==> src/rtl/exception_unit_pkg.sv <==
// Shared definitions for the exception unit: FSM states, cause codes and default vectors.
// Optional ILLEGAL cause is enabled by EXC_ILLEGAL_EN.
package exception_unit_pkg;

  typedef enum logic [1:0] {
    ST_RUN     = 2'd0,
    ST_FLUSH   = 2'd1,
    ST_HANDLER = 2'd2,
    ST_RETURN  = 2'd3
  } state_e;

  typedef enum logic [1:0] {
    CAUSE_NONE    = 2'd0,
    CAUSE_ITLB    = 2'd1,
    CAUSE_DTLB    = 2'd2,
    CAUSE_ILLEGAL = 2'd3
  } cause_e;

  localparam logic [31:0] DEFAULT_HANDLER_PC = 32'h0000_2000;
  localparam logic [31:0] DEFAULT_BOOT_EPC   = 32'h0000_1000;
  localparam logic [15:0] EXC_COUNT_MAX      = 16'hFFFF;

  // Saturating increment so the counter sticks at all-ones.
  function automatic logic [15:0] sat_inc(input logic [15:0] value);
    return (value == EXC_COUNT_MAX) ? value : value + 16'd1;
  endfunction

endpackage

==> src/rtl/exception_unit_if.sv <==
// Pipeline <-> exception unit bus: miss requests in, flush/redirect/status out.
// The illegal_instr request exists only when EXC_ILLEGAL_EN is defined.
interface exception_unit_if;
  logic        stall;
  logic        itlb_miss;
  logic [31:0] itlb_pc;
  logic        dtlb_miss;
  logic [31:0] dtlb_pc;
  logic [31:0] dtlb_vaddr;
  logic        iret;
`ifdef EXC_ILLEGAL_EN
  logic        illegal_instr;
`endif
  logic        privilege;
  logic        flush_if_id;
  logic        flush_id_ex;
  logic        flush_ex_mem;
  logic        redirect_valid;
  logic [31:0] redirect_pc;
  logic [31:0] epc;
  logic [31:0] fault_vaddr;
  logic [1:0]  cause;
  logic [15:0] exc_count;

  modport master (
`ifdef EXC_ILLEGAL_EN
    output illegal_instr,
`endif
    output stall, itlb_miss, itlb_pc, dtlb_miss, dtlb_pc, dtlb_vaddr, iret,
    input  privilege, flush_if_id, flush_id_ex, flush_ex_mem, redirect_valid,
    input  redirect_pc, epc, fault_vaddr, cause, exc_count
  );

  modport slave (
`ifdef EXC_ILLEGAL_EN
    input  illegal_instr,
`endif
    input  stall, itlb_miss, itlb_pc, dtlb_miss, dtlb_pc, dtlb_vaddr, iret,
    output privilege, flush_if_id, flush_id_ex, flush_ex_mem, redirect_valid,
    output redirect_pc, epc, fault_vaddr, cause, exc_count
  );
endinterface

==> src/rtl/exception_unit_priority.sv <==
// exc_priority: picks the oldest pending request (dtlb > illegal > itlb) and its record.
// The illegal request is only present when EXC_ILLEGAL_EN is defined.
module exc_priority
  import exception_unit_pkg::*;
(
`ifdef EXC_ILLEGAL_EN
  input  logic        illegal_instr,
`endif
  input  logic        itlb_miss,
  input  logic [31:0] itlb_pc,
  input  logic        dtlb_miss,
  input  logic [31:0] dtlb_pc,
  input  logic [31:0] dtlb_vaddr,
  output logic        valid,
  output logic [31:0] sel_epc,
  output logic [31:0] sel_vaddr,
  output cause_e      sel_cause
);

  // The memory-stage instruction is older than the one being fetched, so it wins.
  always_comb begin
    valid     = 1'b0;
    sel_epc   = 32'd0;
    sel_vaddr = 32'd0;
    sel_cause = CAUSE_NONE;
    if (dtlb_miss) begin
      valid     = 1'b1;
      sel_epc   = dtlb_pc;
      sel_vaddr = dtlb_vaddr;
      sel_cause = CAUSE_DTLB;
    end
`ifdef EXC_ILLEGAL_EN
    else if (illegal_instr) begin
      valid     = 1'b1;
      sel_epc   = dtlb_pc;
      sel_vaddr = 32'd0;
      sel_cause = CAUSE_ILLEGAL;
    end
`endif
    else if (itlb_miss) begin
      valid     = 1'b1;
      sel_epc   = itlb_pc;
      sel_vaddr = itlb_pc;
      sel_cause = CAUSE_ITLB;
    end
  end

endmodule

==> src/rtl/exception_unit.sv <==
// Exception unit: captures TLB misses (and ILLEGAL with EXC_ILLEGAL_EN), flushes the
// pipeline, redirects to the handler and returns to the saved epc on iret.
module exception_unit
  import exception_unit_pkg::*;
#(
  parameter logic [31:0] HANDLER_PC = DEFAULT_HANDLER_PC,
  parameter logic [31:0] BOOT_EPC   = DEFAULT_BOOT_EPC
) (
  input logic             clock,
  input logic             rst,
  exception_unit_if.slave bus
);

  state_e      state_q;
  state_e      state_d;
  logic        capture;
  logic        flush_done;
  logic        return_done;
  logic        req_valid;
  logic [31:0] req_epc;
  logic [31:0] req_vaddr;
  cause_e      req_cause;

  logic        privilege_q;
  logic [31:0] epc_q;
  logic [31:0] fault_vaddr_q;
  cause_e      cause_q;
  logic [15:0] exc_count_q;

  logic        flush_if_id;
  logic        flush_id_ex;
  logic        flush_ex_mem;
  logic        redirect_valid;
  logic [31:0] redirect_pc;

  exc_priority u_priority (
`ifdef EXC_ILLEGAL_EN
    .illegal_instr (bus.illegal_instr),
`endif
    .itlb_miss     (bus.itlb_miss),
    .itlb_pc       (bus.itlb_pc),
    .dtlb_miss     (bus.dtlb_miss),
    .dtlb_pc       (bus.dtlb_pc),
    .dtlb_vaddr    (bus.dtlb_vaddr),
    .valid         (req_valid),
    .sel_epc       (req_epc),
    .sel_vaddr     (req_vaddr),
    .sel_cause     (req_cause)
  );

  // Reset lands in HANDLER so the first iret enters user code at BOOT_EPC.
  always_ff @(posedge clock or posedge rst) begin
    if (rst) begin
      state_q       <= ST_HANDLER;
      privilege_q   <= 1'b1;
      epc_q         <= BOOT_EPC;
      fault_vaddr_q <= 32'd0;
      cause_q       <= CAUSE_NONE;
      exc_count_q   <= 16'd0;
    end else begin
      state_q <= state_d;
      if (capture) begin
        epc_q         <= req_epc;
        fault_vaddr_q <= req_vaddr;
        cause_q       <= req_cause;
      end
      if (flush_done) begin
        privilege_q <= 1'b1;
        exc_count_q <= sat_inc(exc_count_q);
      end
      if (return_done) begin
        privilege_q <= 1'b0;
        cause_q     <= CAUSE_NONE;
      end
    end
  end

  // Flush/redirect come straight from state and are suppressed while stalled.
  always_comb begin
    state_d        = state_q;
    capture        = 1'b0;
    flush_done     = 1'b0;
    return_done    = 1'b0;
    flush_if_id    = 1'b0;
    flush_id_ex    = 1'b0;
    flush_ex_mem   = 1'b0;
    redirect_valid = 1'b0;
    redirect_pc    = 32'd0;
    case (state_q)
      ST_RUN: begin
        if (!bus.stall && req_valid) begin
          capture = 1'b1;
          state_d = ST_FLUSH;
        end
      end
      ST_FLUSH: begin
        if (!bus.stall) begin
          flush_if_id    = 1'b1;
          flush_id_ex    = 1'b1;
          flush_ex_mem   = 1'b1;
          redirect_valid = 1'b1;
          redirect_pc    = HANDLER_PC;
          flush_done     = 1'b1;
          state_d        = ST_HANDLER;
        end
      end
      ST_HANDLER: begin
        if (!bus.stall && bus.iret) begin
          state_d = ST_RETURN;
        end
      end
      ST_RETURN: begin
        if (!bus.stall) begin
          flush_if_id    = 1'b1;
          flush_id_ex    = 1'b1;
          redirect_valid = 1'b1;
          redirect_pc    = epc_q;
          return_done    = 1'b1;
          state_d        = ST_RUN;
        end
      end
      default: state_d = ST_HANDLER;
    endcase
  end

  assign bus.privilege      = privilege_q;
  assign bus.flush_if_id    = flush_if_id;
  assign bus.flush_id_ex    = flush_id_ex;
  assign bus.flush_ex_mem   = flush_ex_mem;
  assign bus.redirect_valid = redirect_valid;
  assign bus.redirect_pc    = redirect_pc;
  assign bus.epc            = epc_q;
  assign bus.fault_vaddr    = fault_vaddr_q;
  assign bus.cause          = cause_q;
  assign bus.exc_count      = exc_count_q;

endmodule
==> src/flat_wrapper.sv <==
// flat-port wrapper written by rule: the top's interface ports become plain ports
module exception_unit_flat import exception_unit_pkg::*;
#(
  parameter logic [31:0] HANDLER_PC = DEFAULT_HANDLER_PC,
  parameter logic [31:0] BOOT_EPC   = DEFAULT_BOOT_EPC
)
  (clock, rst, bus_stall, bus_itlb_miss, bus_itlb_pc, bus_dtlb_miss, bus_dtlb_pc, bus_dtlb_vaddr, bus_iret, bus_privilege, bus_flush_if_id, bus_flush_id_ex, bus_flush_ex_mem, bus_redirect_valid, bus_redirect_pc, bus_epc, bus_fault_vaddr, bus_cause, bus_exc_count);
  exception_unit_if bus_i ();
  input logic clock;
  input logic rst;
  input wire logic [$bits(bus_i.stall)-1:0] bus_stall;
  input wire logic [$bits(bus_i.itlb_miss)-1:0] bus_itlb_miss;
  input wire logic [$bits(bus_i.itlb_pc)-1:0] bus_itlb_pc;
  input wire logic [$bits(bus_i.dtlb_miss)-1:0] bus_dtlb_miss;
  input wire logic [$bits(bus_i.dtlb_pc)-1:0] bus_dtlb_pc;
  input wire logic [$bits(bus_i.dtlb_vaddr)-1:0] bus_dtlb_vaddr;
  input wire logic [$bits(bus_i.iret)-1:0] bus_iret;
  output wire logic [$bits(bus_i.privilege)-1:0] bus_privilege;
  output wire logic [$bits(bus_i.flush_if_id)-1:0] bus_flush_if_id;
  output wire logic [$bits(bus_i.flush_id_ex)-1:0] bus_flush_id_ex;
  output wire logic [$bits(bus_i.flush_ex_mem)-1:0] bus_flush_ex_mem;
  output wire logic [$bits(bus_i.redirect_valid)-1:0] bus_redirect_valid;
  output wire logic [$bits(bus_i.redirect_pc)-1:0] bus_redirect_pc;
  output wire logic [$bits(bus_i.epc)-1:0] bus_epc;
  output wire logic [$bits(bus_i.fault_vaddr)-1:0] bus_fault_vaddr;
  output wire logic [$bits(bus_i.cause)-1:0] bus_cause;
  output wire logic [$bits(bus_i.exc_count)-1:0] bus_exc_count;
  assign bus_i.stall = bus_stall;
  assign bus_i.itlb_miss = bus_itlb_miss;
  assign bus_i.itlb_pc = bus_itlb_pc;
  assign bus_i.dtlb_miss = bus_dtlb_miss;
  assign bus_i.dtlb_pc = bus_dtlb_pc;
  assign bus_i.dtlb_vaddr = bus_dtlb_vaddr;
  assign bus_i.iret = bus_iret;
  assign bus_privilege = bus_i.privilege;
  assign bus_flush_if_id = bus_i.flush_if_id;
  assign bus_flush_id_ex = bus_i.flush_id_ex;
  assign bus_flush_ex_mem = bus_i.flush_ex_mem;
  assign bus_redirect_valid = bus_i.redirect_valid;
  assign bus_redirect_pc = bus_i.redirect_pc;
  assign bus_epc = bus_i.epc;
  assign bus_fault_vaddr = bus_i.fault_vaddr;
  assign bus_cause = bus_i.cause;
  assign bus_exc_count = bus_i.exc_count;
  exception_unit #(.HANDLER_PC(HANDLER_PC), .BOOT_EPC(BOOT_EPC)) u_core (.clock(clock), .rst(rst), .bus(bus_i));
endmodule
==> config.mk <==
export PLATFORM = sky130hd
export DESIGN_NAME = exception_unit_flat
export DESIGN_NICKNAME = d
export VERILOG_FILES = /design/src/rtl/exception_unit_pkg.sv /design/src/rtl/exception_unit_if.sv /design/src/rtl/exception_unit_priority.sv /design/src/rtl/exception_unit.sv /design/src/flat_wrapper.sv
export SDC_FILE = /design/constraint.sdc
export NUM_CORES = 1
export LEC_CHECK = 0
export CELL_PAD_IN_SITES_DETAIL_PLACEMENT = 1
export CELL_PAD_IN_SITES_GLOBAL_PLACEMENT = 1
export CORE_AREA = 4 4 162 102
export DETAILED_ROUTE_END_ITERATION = 10
export DIE_AREA = 0 0 166 106
export GPL_TIMING_DRIVEN = 0
export HOLD_SLACK_MARGIN = 0.06
export PLACE_DENSITY = 0.87
export SYNTH_ARGS = -nofsm -noshare
export SYNTH_HDL_FRONTEND = slang
export SYNTH_HIERARCHICAL = 1
export SYNTH_SLANG_ARGS = --single-unit
export TNS_END_PERCENT = 5
==> constraint.sdc <==
create_clock -name clock -period 3.5 [get_ports clock]
set_clock_uncertainty 0.15 [all_clocks]
set_input_delay 0.875 -clock clock [delete_from_list [all_inputs] [get_ports clock]]
set_output_delay 0.875 -clock clock [all_outputs]
set_load 0.01 [all_outputs]
# Word-level counts from Yosys, hierarchy flattened
# Cells that the tools add are included.
[word_totals] regBits=85 inputBits=102 out_inout_bits=119
[op_classes] addsub=1 n_eq_ne=8 mux=25 bitwise_logic=1 reduce_logical=9
[ops] op="$mux W32" count=4
[ops] op="$pmux W32 S2" count=1
[ops] op="$add A16 B1 Y16 const B" count=1
[ops] op="$eq A16 B16 Y1 const B" count=1
[ops] op="$mux W14" count=1
[ops] op="$mux W2" count=7
[ops] op="$mux W1" count=11
[ops] op="$pmux W2 S4" count=1
[ops] op="$eq A2 B2 Y1 const B" count=2
[ops] op="$ne A2 B1 Y1 const B" count=2
[ops] op="$ne A2 B2 Y1 const B" count=2
[ops] op="$reduce_and A4 Y1" count=1
[ops] op="$reduce_bool A2 Y1" count=2
[ops] op="$eq A2 B1 Y1 const B" count=1
[ops] op="$logic_and A1 B1 Y1" count=2
[ops] op="$logic_not A2 Y1" count=1
[ops] op="$reduce_and A2 Y1" count=1
[ops] op="$reduce_or A2 Y1" count=1
[ops] op="$logic_not A1 Y1" count=1
[ops] op="$not A1 Y1" count=1

# Logic depth before layout (Yosys ltp)
# Gate-level depths: netlist (run 1).
[depth] ltp_word=7 ltp_mapped=8 mapped_depth_nobuf=7

# By module
# The synthesis (run 1) kept the hierarchy.
[by_module_without_submodules] mod="exception_unit" n_inst=1 cells_per_inst=281 area_each_um2=3716.1 seq_area_each_um2=2130.8
[by_module_without_submodules] mod="exc_priority" n_inst=1 cells_per_inst=81 area_each_um2=703.2 seq_area_each_um2=0.0

# Least setup slack after synthesis (run 1)
# No wires, ideal clock.
[synth_path] path_type="input port to output port" start="in bus_stall" end="out bus_redirect_pc[13]" arrival_time_ps=1482 required_time_ps=2475 slack_ps=993 cell_stages=4 n_path_buf=1 path_cell_list="nand2b_1 -> buf_6 -> inv_1 -> o21a_1"
[synth_via] elab_chain_len=2
[synth_rtl] item="start: declaration" line="flat_wrapper.sv:11" rtl="input wire logic [$bits(bus_i.stall)-1:0] bus_stall;"
[synth_rtl] item="$mux W32 or $mux W14 (tied branches)" line="exception_unit.sv:113, exception_unit.sv:97"
[synth_rtl] item="$pmux W32 S2 (*)" line="exception_unit.sv:89" rtl="case (state_q)"
[synth_rtl] item="end: declaration" line="flat_wrapper.sv:23" rtl="output wire logic [$bits(bus_i.redirect_pc)-1:0] bus_redirect_pc;"
# Mark *: on every way between the ends. The rest lies on a longest branch, timed or not.

# Worst setup path after layout (run 1)
[layout_path] start="in bus_stall" end="out bus_redirect_pc[22]"
[layout_via] elab_chain_len=2
[layout_rtl] item="$mux W32" line="exception_unit.sv:113" rtl="if (!bus.stall) begin"
[layout_rtl] item="$pmux W32 S2" line="exception_unit.sv:89"
# No other way between the ends.

==> results of run 1 <==
-- Yosys cell counts, drive strengths merged, types with 2 or more instances --
cell	count	area, µm²
dfrtp	82	2050
mux2	65	736
a22o	64	561
and2	31	194
buf	25	184
xor2	14	123
nand2	9	33.8
nand4	7	50.1
ha	6	75.1
inv	6	22.5
nor2	6	25.0
nor3	6	30.0
nor4	6	58.8
nand2b	5	31.3
nand3	5	25.0
o21ai	5	25.0
clkbuf	3	11.3
dfstp	3	78.8
or3	3	23.8
nor2b	2	15.0
-- where the power goes --
part / internal (mW) / total [mW] / switching [mW]
Sequential: 1.40 / 1.70 / 0.304
Clock: 0.575 / 0.979 / 0.404
Combinational: 1.35 / 2.25 / 0.900
Total: 3.32 / 4.93 / 1.61
-- routing by layer --
layer / routed length, µm / part of all wire (%)
met4: 97 / 0.58
met5: 0 / 0
met3: 1310 / 7.8
met1: 7070 / 42
met2: 8330 / 50
-- area by class of cell --
type,count,area (µm²)
Buffer,28,206
Clock buffer,11,243
Clock inverter,5,60.1
Fill cell,1607,7780
Inverter,6,25.0
Multi-Input combinational cell,243,2080
Sequential cell,85,2130
Tap cell,203,254
Timing Repair Buffer,222,2240
-- kinds of logic after synthesis --
logic type / after synthesis
AOI/OAI and AO/OA: 74
xor gates and xnor gates: 14
adders and majority gates: 6
buffers and inverters: 34
DFF: 85
muxes: 65
and+or+nand+nor: 84
-- placed cells by master (no fill, tap or decap), types with 5 or more instances in the layout --
cell type,netlist,final
xor2_1,14,14
nand4_1,6,6
dfrtp_1,82,82
o21ai_0,5,5
nand3_1,5,5
mux2_2,64,64
nand2b_1,5,5
ha_1,6,5
nand2_1,9,9
clkbuf_16,0,9
nor3_1,6,6
clkdlybuf4s50_1,0,219
buf_4,8,11
inv_1,6,5
nor2_1,5,5
buf_2,6,6
and2_1,31,31
a22o_1,64,64
buf_6,7,7
-- final timing paths --
check                                      from                          to  cells past startpoint
max                                   bus_stall         bus_redirect_pc[22]                      5
min                        u_core/bus.privilege        u_core/bus.privilege                      2
max reg2reg                   u_core/state_q[1]  u_core/bus.fault_vaddr[12]                      6
min reg2reg                u_core/bus.privilege        u_core/bus.privilege                      2
max in group asynchronous                   rst        u_core/bus.privilege                      3
min in group asynchronous                   rst  u_core/bus.fault_vaddr[16]                      2
-- registers in the layout (all words and copies together) (netlist names) --
name / count
u_core/bus.fault_vaddr: 32
u_core/bus.epc: 32
u_core/bus.cause: 2
u_core/bus.privilege: 1
u_core/state_q: 2
u_core/bus.exc_count: 16
-- per-stage QoR --
step	instances	utilization (%)	setup TNS (ps)	power (mW)	worst slack, ps
6_report	803	48.2	0	4.93	96.6
3_5_place_dp	786	46.0	-22310	3.97	-849
4_1_cts	803	48.1	0	4.99	11.4
2_1_floorplan	362	-	0	2.62	286
3_3_place_gp	785	45.8	-117110	3.88	-1170
5_1_grt	803	48.2	0	5.24	2.28
-- worst reg2reg max path: stages, from the launching register on --
cell,delay [ps]
dfstp_2,550
inv_1,90
ha_1,220
nand3b_1,280
buf_2,350
buf_2,340
mux2_2,380
-- timing repair --
action,4_1_cts,5_1_grt
resized for setup,8,5
endpoints found under the setup margin,33,20
hold endpoints to repair,0,0
buffers inserted,1,0
==> run_summary.xml, run 1 <==
<?xml version="1.0" encoding="UTF-8"?>
<metrics>
  <group name="status">
    <metric name="outcome" unit="">completed</metric>
  </group>
  <group name="setup_path">
    <metric name="slowest_stage" unit="">clkdlybuf4s50_1</metric>
    <metric name="critical_path_class" unit="">input pin to output pin</metric>
    <metric name="path_delay_family" unit="">buffers and inverters</metric>
    <metric name="timing.critical_path.fanout_max" unit="">10</metric>
    <metric name="timing.critical_path.from_type" unit="">input pin</metric>
    <metric name="cell_by_cell_listing_of_the_critical_path" unit="">dlygate4sd2_1 &gt; nor2b_4 &gt; buf_4 &gt; and2_1 &gt; clkdlybuf4s50_1</metric>
    <metric name="cp.required" unit="ps">2470</metric>
    <metric name="critical_path_buffers_and_inverters" unit="">3</metric>
    <metric name="r2r_setup_slack" unit="ps">1030</metric>
    <metric name="cp_slowest_stage_delay" unit="ps">570</metric>
    <metric name="arrival" unit="ps">2380</metric>
    <metric name="crit_end_element" unit="">output pin</metric>
  </group>
  <group name="cells_and_area">
    <metric name="area.growth.synth_to_final" unit="%">63.7</metric>
    <metric name="antenna_cells" unit="">0</metric>
    <metric name="finalNetCount" unit="">703</metric>
    <metric name="design_area" unit="µm²">7240</metric>
    <metric name="final_layout_size_suffix_gt1_share" unit="%">19.7</metric>
  </group>
  <group name="logic_synthesis">
    <metric name="synth_async_sr_flop_share" unit="%">100</metric>
    <metric name="synth_compound_gate_area_share" unit="%">14.1</metric>
    <metric name="synthesis.instances" unit="">362</metric>
    <metric name="synth.net_count" unit="">470</metric>
    <metric name="post_synthesis_xor_xnor_area_fraction" unit="%">2.77</metric>
    <metric name="simple_logic_cell_fraction_of_the_synthesized_area" unit="%">11.7</metric>
    <metric name="postSynth.topFlopCell" unit="">dfrtp_1</metric>
    <metric name="syn_area_per_cell" unit="µm²">12.2</metric>
    <metric name="muxShareOfSynthArea" unit="%">16.6</metric>
    <metric name="yosysUniqueCellTypes" unit="">39</metric>
    <metric name="synth-edff-count" unit="">0</metric>
    <metric name="synth_area" unit="µm²">4420</metric>
    <metric name="yosysWarnings" unit="">6</metric>
    <metric name="yosys.area_share.adder" unit="%">1.70</metric>
    <metric name="seq_area_frac_synth" unit="%">48.2</metric>
    <metric name="count_of_state_elements_after_synthesis" unit="">85</metric>
    <metric name="synth_top_family_by_area" unit="">multiplexers</metric>
  </group>
  <group name="timing">
    <metric name="period_minus_slack" unit="ps">3400</metric>
    <metric name="worstMarginPinSlew" unit="ps">819</metric>
    <metric name="timing_max_transition_violations_final" unit="">0</metric>
    <metric name="final_hold_viol_count" unit="">0</metric>
    <metric name="relSlewSlack" unit="%">45.0</metric>
    <metric name="timing.fmax" unit="MHz">294</metric>
    <metric name="setup_repair_after_global_routing_missed_its_margin" unit="">no</metric>
    <metric name="setup_violations" unit="">0</metric>
    <metric name="holdWs" unit="ps">354</metric>
    <metric name="fin_crit_sh" unit="%">97.2</metric>
  </group>
  <group name="routing">
    <metric name="detail_route.wl_per_cell" unit="µm">20.9</metric>
    <metric name="routed_wirelength" unit="mm">16.8</metric>
    <metric name="drcViolationCount" unit="">0</metric>
    <metric name="initialDrtViolationCount" unit="">164</metric>
    <metric name="dr.pass1.iters" unit="">4</metric>
    <metric name="route.detailed.vias_per_inst" unit="">4.93</metric>
    <metric name="ant_nets" unit="">0</metric>
    <metric name="detailroute.via_count" unit="">3959</metric>
  </group>
  <group name="placement">
    <metric name="area_after_dpl" unit="µm²">6910</metric>
    <metric name="port_buffers" unit="">220</metric>
    <metric name="gp_routability_congestion" unit="">0.844</metric>
    <metric name="hpwl" unit="mm">13.3</metric>
  </group>
  <group name="grt">
    <metric name="gr-total-overflow" unit="">0</metric>
    <metric name="track_usage" unit="%">19.0</metric>
    <metric name="global_route.usage.met1" unit="%">23.1</metric>
    <metric name="groute.layer.met3.usage" unit="%">6.47</metric>
    <metric name="grt_start_max_net_pins" unit="">47</metric>
    <metric name="global_route.usage.met2" unit="%">33.8</metric>
    <metric name="first_global_vias" unit="">4546</metric>
    <metric name="grt_first_pass_wirelength" unit="mm">26.7</metric>
    <metric name="globalRoute.busiestLayer" unit="">met2</metric>
    <metric name="initial_antenna_violation_count" unit="">0</metric>
  </group>
  <group name="clocking">
    <metric name="cts_max_path_buffers" unit="">2</metric>
    <metric name="cts_htree_levels" unit="">3</metric>
    <metric name="cts_made_buffers" unit="">9</metric>
    <metric name="worst_setup_hold_path_clk_slew" unit="ps">60</metric>
    <metric name="clock_sink_count" unit="">85</metric>
    <metric name="clk_root_buffer_cell" unit="">clkbuf_16</metric>
    <metric name="cts_tree" unit="">built</metric>
    <metric name="worstSkewPairLatency" unit="ps">330</metric>
    <metric name="holdBufCountCts" unit="">0</metric>
  </group>
  <group name="job">
    <metric name="maxCapViolations" unit="">0</metric>
  </group>
  <group name="floorplanning">
    <metric name="initial_utilization" unit="%">29.4</metric>
    <metric name="top_level_ports" unit="">221</metric>
    <metric name="placementRows" unit="">35</metric>
    <metric name="fp.coreArea" unit="µm²">15000</metric>
    <metric name="chip_width" unit="µm">166</metric>
    <metric name="chipHeight" unit="µm">106</metric>
    <metric name="design.die.area" unit="µm²">17600</metric>
  </group>
  <group name="min_path">
    <metric name="min-delay-path-class" unit="">register to register</metric>
  </group>
  <group name="power_and_ir_drop">
    <metric name="pwr_density_cell" unit="nW/µm²">681</metric>
    <metric name="power.static_leakage" unit="nW">3.13</metric>
    <metric name="vdd_ir_drop_max" unit="mV">0.276</metric>
  </group>
</metrics>
(Power assumes the default switching activity.)
==> run 2: changes to the inputs <==
SLEW_MARGIN = 20   (was unset)
==> results of run 2 <==
Same layout as run 1: the final DEF is identical, and so are final timing and power.
==> run 3: changes to the inputs <==
CTS_BUF_LIST = sky130_fd_sc_hd__clkbuf_16   (was unset)
GPL_TIMING_DRIVEN = unset   (was 0)
==> run 3 against run 2 <==
  * Fmax up 4.4%
  * Hold slack better by 2.2 ps
  * Flip-flop and latch count unchanged
  * Combinational power down 2%
  * Count of clock-buffer cells in the layout down 2
  * Core utilization down 0.97 points
  * Largest cell class unchanged
==> run_summary.xml, run 3 (same netlist as run 1, synthesis figures left out) <==
<?xml version="1.0" encoding="UTF-8"?>
<metrics>
  <group name="timing">
    <metric name="timing_max_transition_violations_final" unit="">0</metric>
    <metric name="postLayoutSetupSlackWorst" unit="ps">240</metric>
    <metric name="worstMarginPinSlew" unit="ps">740</metric>
    <metric name="period_minus_slack" unit="ps">3260</metric>
    <metric name="timing.fmax" unit="MHz">307</metric>
    <metric name="relSlewSlack" unit="%">50.7</metric>
    <metric name="final_hold_viol_count" unit="">0</metric>
    <metric name="setup_repair_after_global_routing_missed_its_margin" unit="">no</metric>
    <metric name="final.setup.tns" unit="ps">0</metric>
    <metric name="setup_violations" unit="">0</metric>
    <metric name="fin_crit_sh" unit="%">93.1</metric>
  </group>
  <group name="routing">
    <metric name="route.detailed.vias_per_inst" unit="">4.85</metric>
    <metric name="ant_nets" unit="">0</metric>
    <metric name="drcViolationCount" unit="">0</metric>
    <metric name="initialDrtViolationCount" unit="">88</metric>
    <metric name="detail_route.wl_per_cell" unit="µm">19.7</metric>
    <metric name="routed_wirelength" unit="mm">15.5</metric>
    <metric name="dr.pass1.iters" unit="">4</metric>
    <metric name="detailroute.via_count" unit="">3809</metric>
  </group>
  <group name="grt">
    <metric name="gr-total-overflow" unit="">0</metric>
    <metric name="global_route.usage.met1" unit="%">21.1</metric>
    <metric name="grt_first_pass_wirelength" unit="mm">24.5</metric>
    <metric name="groute.layer.met3.usage" unit="%">7.10</metric>
    <metric name="initial_antenna_violation_count" unit="">0</metric>
    <metric name="track_usage" unit="%">17.6</metric>
    <metric name="global_route.usage.met2" unit="%">30.2</metric>
    <metric name="globalRoute.busiestLayer" unit="">met2</metric>
    <metric name="first_global_vias" unit="">4329</metric>
    <metric name="grt_start_max_net_pins" unit="">49</metric>
  </group>
  <group name="clocking">
    <metric name="worst_setup_hold_path_clk_slew" unit="ps">70</metric>
    <metric name="cts_tree" unit="">built</metric>
    <metric name="cts_max_path_buffers" unit="">2</metric>
    <metric name="clock_sink_count" unit="">85</metric>
    <metric name="cts_made_buffers" unit="">9</metric>
    <metric name="worstSkewPairLatency" unit="ps">330</metric>
    <metric name="cts_post_setup_buffers_inserted" unit="">0</metric>
    <metric name="holdBufCountCts" unit="">0</metric>
    <metric name="clk_root_buffer_cell" unit="">clkbuf_16</metric>
    <metric name="post_cts_resized" unit="">0</metric>
    <metric name="cts_htree_levels" unit="">3</metric>
  </group>
  <group name="power_and_ir_drop">
    <metric name="clockPowerShare" unit="%">18.6</metric>
    <metric name="design_internal_power" unit="mW">3.21</metric>
    <metric name="comb_power_share" unit="%">45.7</metric>
    <metric name="pwr_density_cell" unit="nW/µm²">678</metric>
    <metric name="power_switching" unit="mW">1.60</metric>
    <metric name="sequentialPowerShare" unit="%">35.7</metric>
    <metric name="power.static_leakage" unit="nW">3.05</metric>
    <metric name="power.switching_fraction" unit="%">33.3</metric>
    <metric name="vdd_ir_drop_max" unit="mV">0.274</metric>
  </group>
  <group name="cells_and_area">
    <metric name="stdcell_count" unit="">785</metric>
    <metric name="design_area" unit="µm²">7090</metric>
    <metric name="final_common_cell" unit="">clkdlybuf4s50_1</metric>
    <metric name="layout_common_cells" unit="">clkdlybuf4s50_1, dfrtp_1, mux2_2, a22o_1, and2_1</metric>
    <metric name="final_layout_size_suffix_gt1_share" unit="%">18.0</metric>
    <metric name="finalNetCount" unit="">685</metric>
    <metric name="area.growth.synth_to_final" unit="%">60.4</metric>
    <metric name="fillCellCount" unit="">1589</metric>
    <metric name="antenna_cells" unit="">0</metric>
  </group>
  <group name="setup_path">
    <metric name="critical_path_buffers_and_inverters" unit="">2</metric>
    <metric name="slowest_stage" unit="">dfstp_2</metric>
    <metric name="cp.required" unit="ps">2470</metric>
    <metric name="crit_end_element" unit="">output pin</metric>
    <metric name="path_delay_family" unit="">buffers and inverters</metric>
    <metric name="cp_slowest_stage_delay" unit="ps">560</metric>
    <metric name="cell_by_cell_listing_of_the_critical_path" unit="">ha_1 &gt; nor2b_4 &gt; buf_6 &gt; and2_1 &gt; clkdlybuf4s50_1</metric>
    <metric name="arrival" unit="ps">2230</metric>
    <metric name="timing.critical_path.from_type" unit="">register</metric>
    <metric name="critical_path_class" unit="">register to output pin</metric>
    <metric name="timing.critical_path.fanout_max" unit="">18</metric>
  </group>
  <group name="min_path">
    <metric name="min-delay-path-class" unit="">register to register</metric>
  </group>
  <group name="placement">
    <metric name="dpl_worst_slack" unit="ps">28.5</metric>
    <metric name="port_buffers" unit="">220</metric>
    <metric name="area_after_dpl" unit="µm²">6800</metric>
    <metric name="place.detailed.instances" unit="">769</metric>
    <metric name="hpwl" unit="mm">12.2</metric>
    <metric name="gp_routability_congestion" unit="">0.834</metric>
  </group>
  <group name="floorplanning">
    <metric name="chipHeight" unit="µm">106</metric>
    <metric name="top_level_ports" unit="">221</metric>
    <metric name="placementRows" unit="">35</metric>
    <metric name="initial_utilization" unit="%">29.4</metric>
    <metric name="design.die.area" unit="µm²">17600</metric>
    <metric name="chip_width" unit="µm">166</metric>
    <metric name="fp.coreArea" unit="µm²">15000</metric>
  </group>
  <group name="status">
    <metric name="outcome" unit="">completed</metric>
  </group>
  <group name="job">
    <metric name="maxCapViolations" unit="">0</metric>
  </group>
</metrics>
-- run 3: area by class of cell --
cell class	count	area, µm²	area share (%)
timing repair buffer	232	2320	32.8
sequential	85	2130	30.1
multi-input combinational	243	2090	29.4
inverter	6	23.8	0.335
clock buffer	9	225	3.18
clock inverter	7	48.8	0.688
tap	203	254	3.58
-- run 3: path summary, 6_finish.rpt --
check,from,end,slack (ps),depth (start not counted)
min in group asynchronous,rst,u_core/bus.fault_vaddr[16],800,2
setup / recovery,u_core/state_q[1],bus_redirect_pc[22],240,5
max in group asynchronous,rst,u_core/bus.epc[12],1610,3
setup reg to reg,u_core/state_q[1],u_core/state_q[0],1310,6
hold reg to reg,u_core/bus.privilege,u_core/bus.privilege,360,2
hold / removal,u_core/bus.privilege,u_core/bus.privilege,360,2
-- run 3: layer usage --
layer,share of wire (%),vias up
li1,-,1763
met1,42,1914
met2,49,124
met3,8.0,8
met4,0.50,0
met5,0,-
-- run 3: through the flow --
stage	power (mW)	util, %	hold slack [ps]
floorplan	2.62	-	354
global placement	3.85	45.3	338
detailed placement	3.95	45.3	344
CTS	4.89	47.1	356
global route	5.13	47.2	375
finish	4.81	47.2	356
-- run 3: worst reg2reg max path, delay by kind of cell, from the launching register on --
kind | cells | cell delay (ps)
AOI/OAI and AO/OA | 3 | 730
DFF | 1 | 560
and+or+nand+nor | 1 | 350
adders and majority gates | 1 | 230
buffers and inverters | 1 | 90
-- run 3: power groups by stage --
stage	combinational, mW	clock, mW	sequential, mW
3_3_place_gp	2.15	0	1.70
2_1_floorplan	0.796	0	1.82
5_1_grt	2.36	0.983	1.78
3_5_place_dp	2.21	0	1.73
4_1_cts	2.23	0.936	1.72
6_report	2.20	0.896	1.72
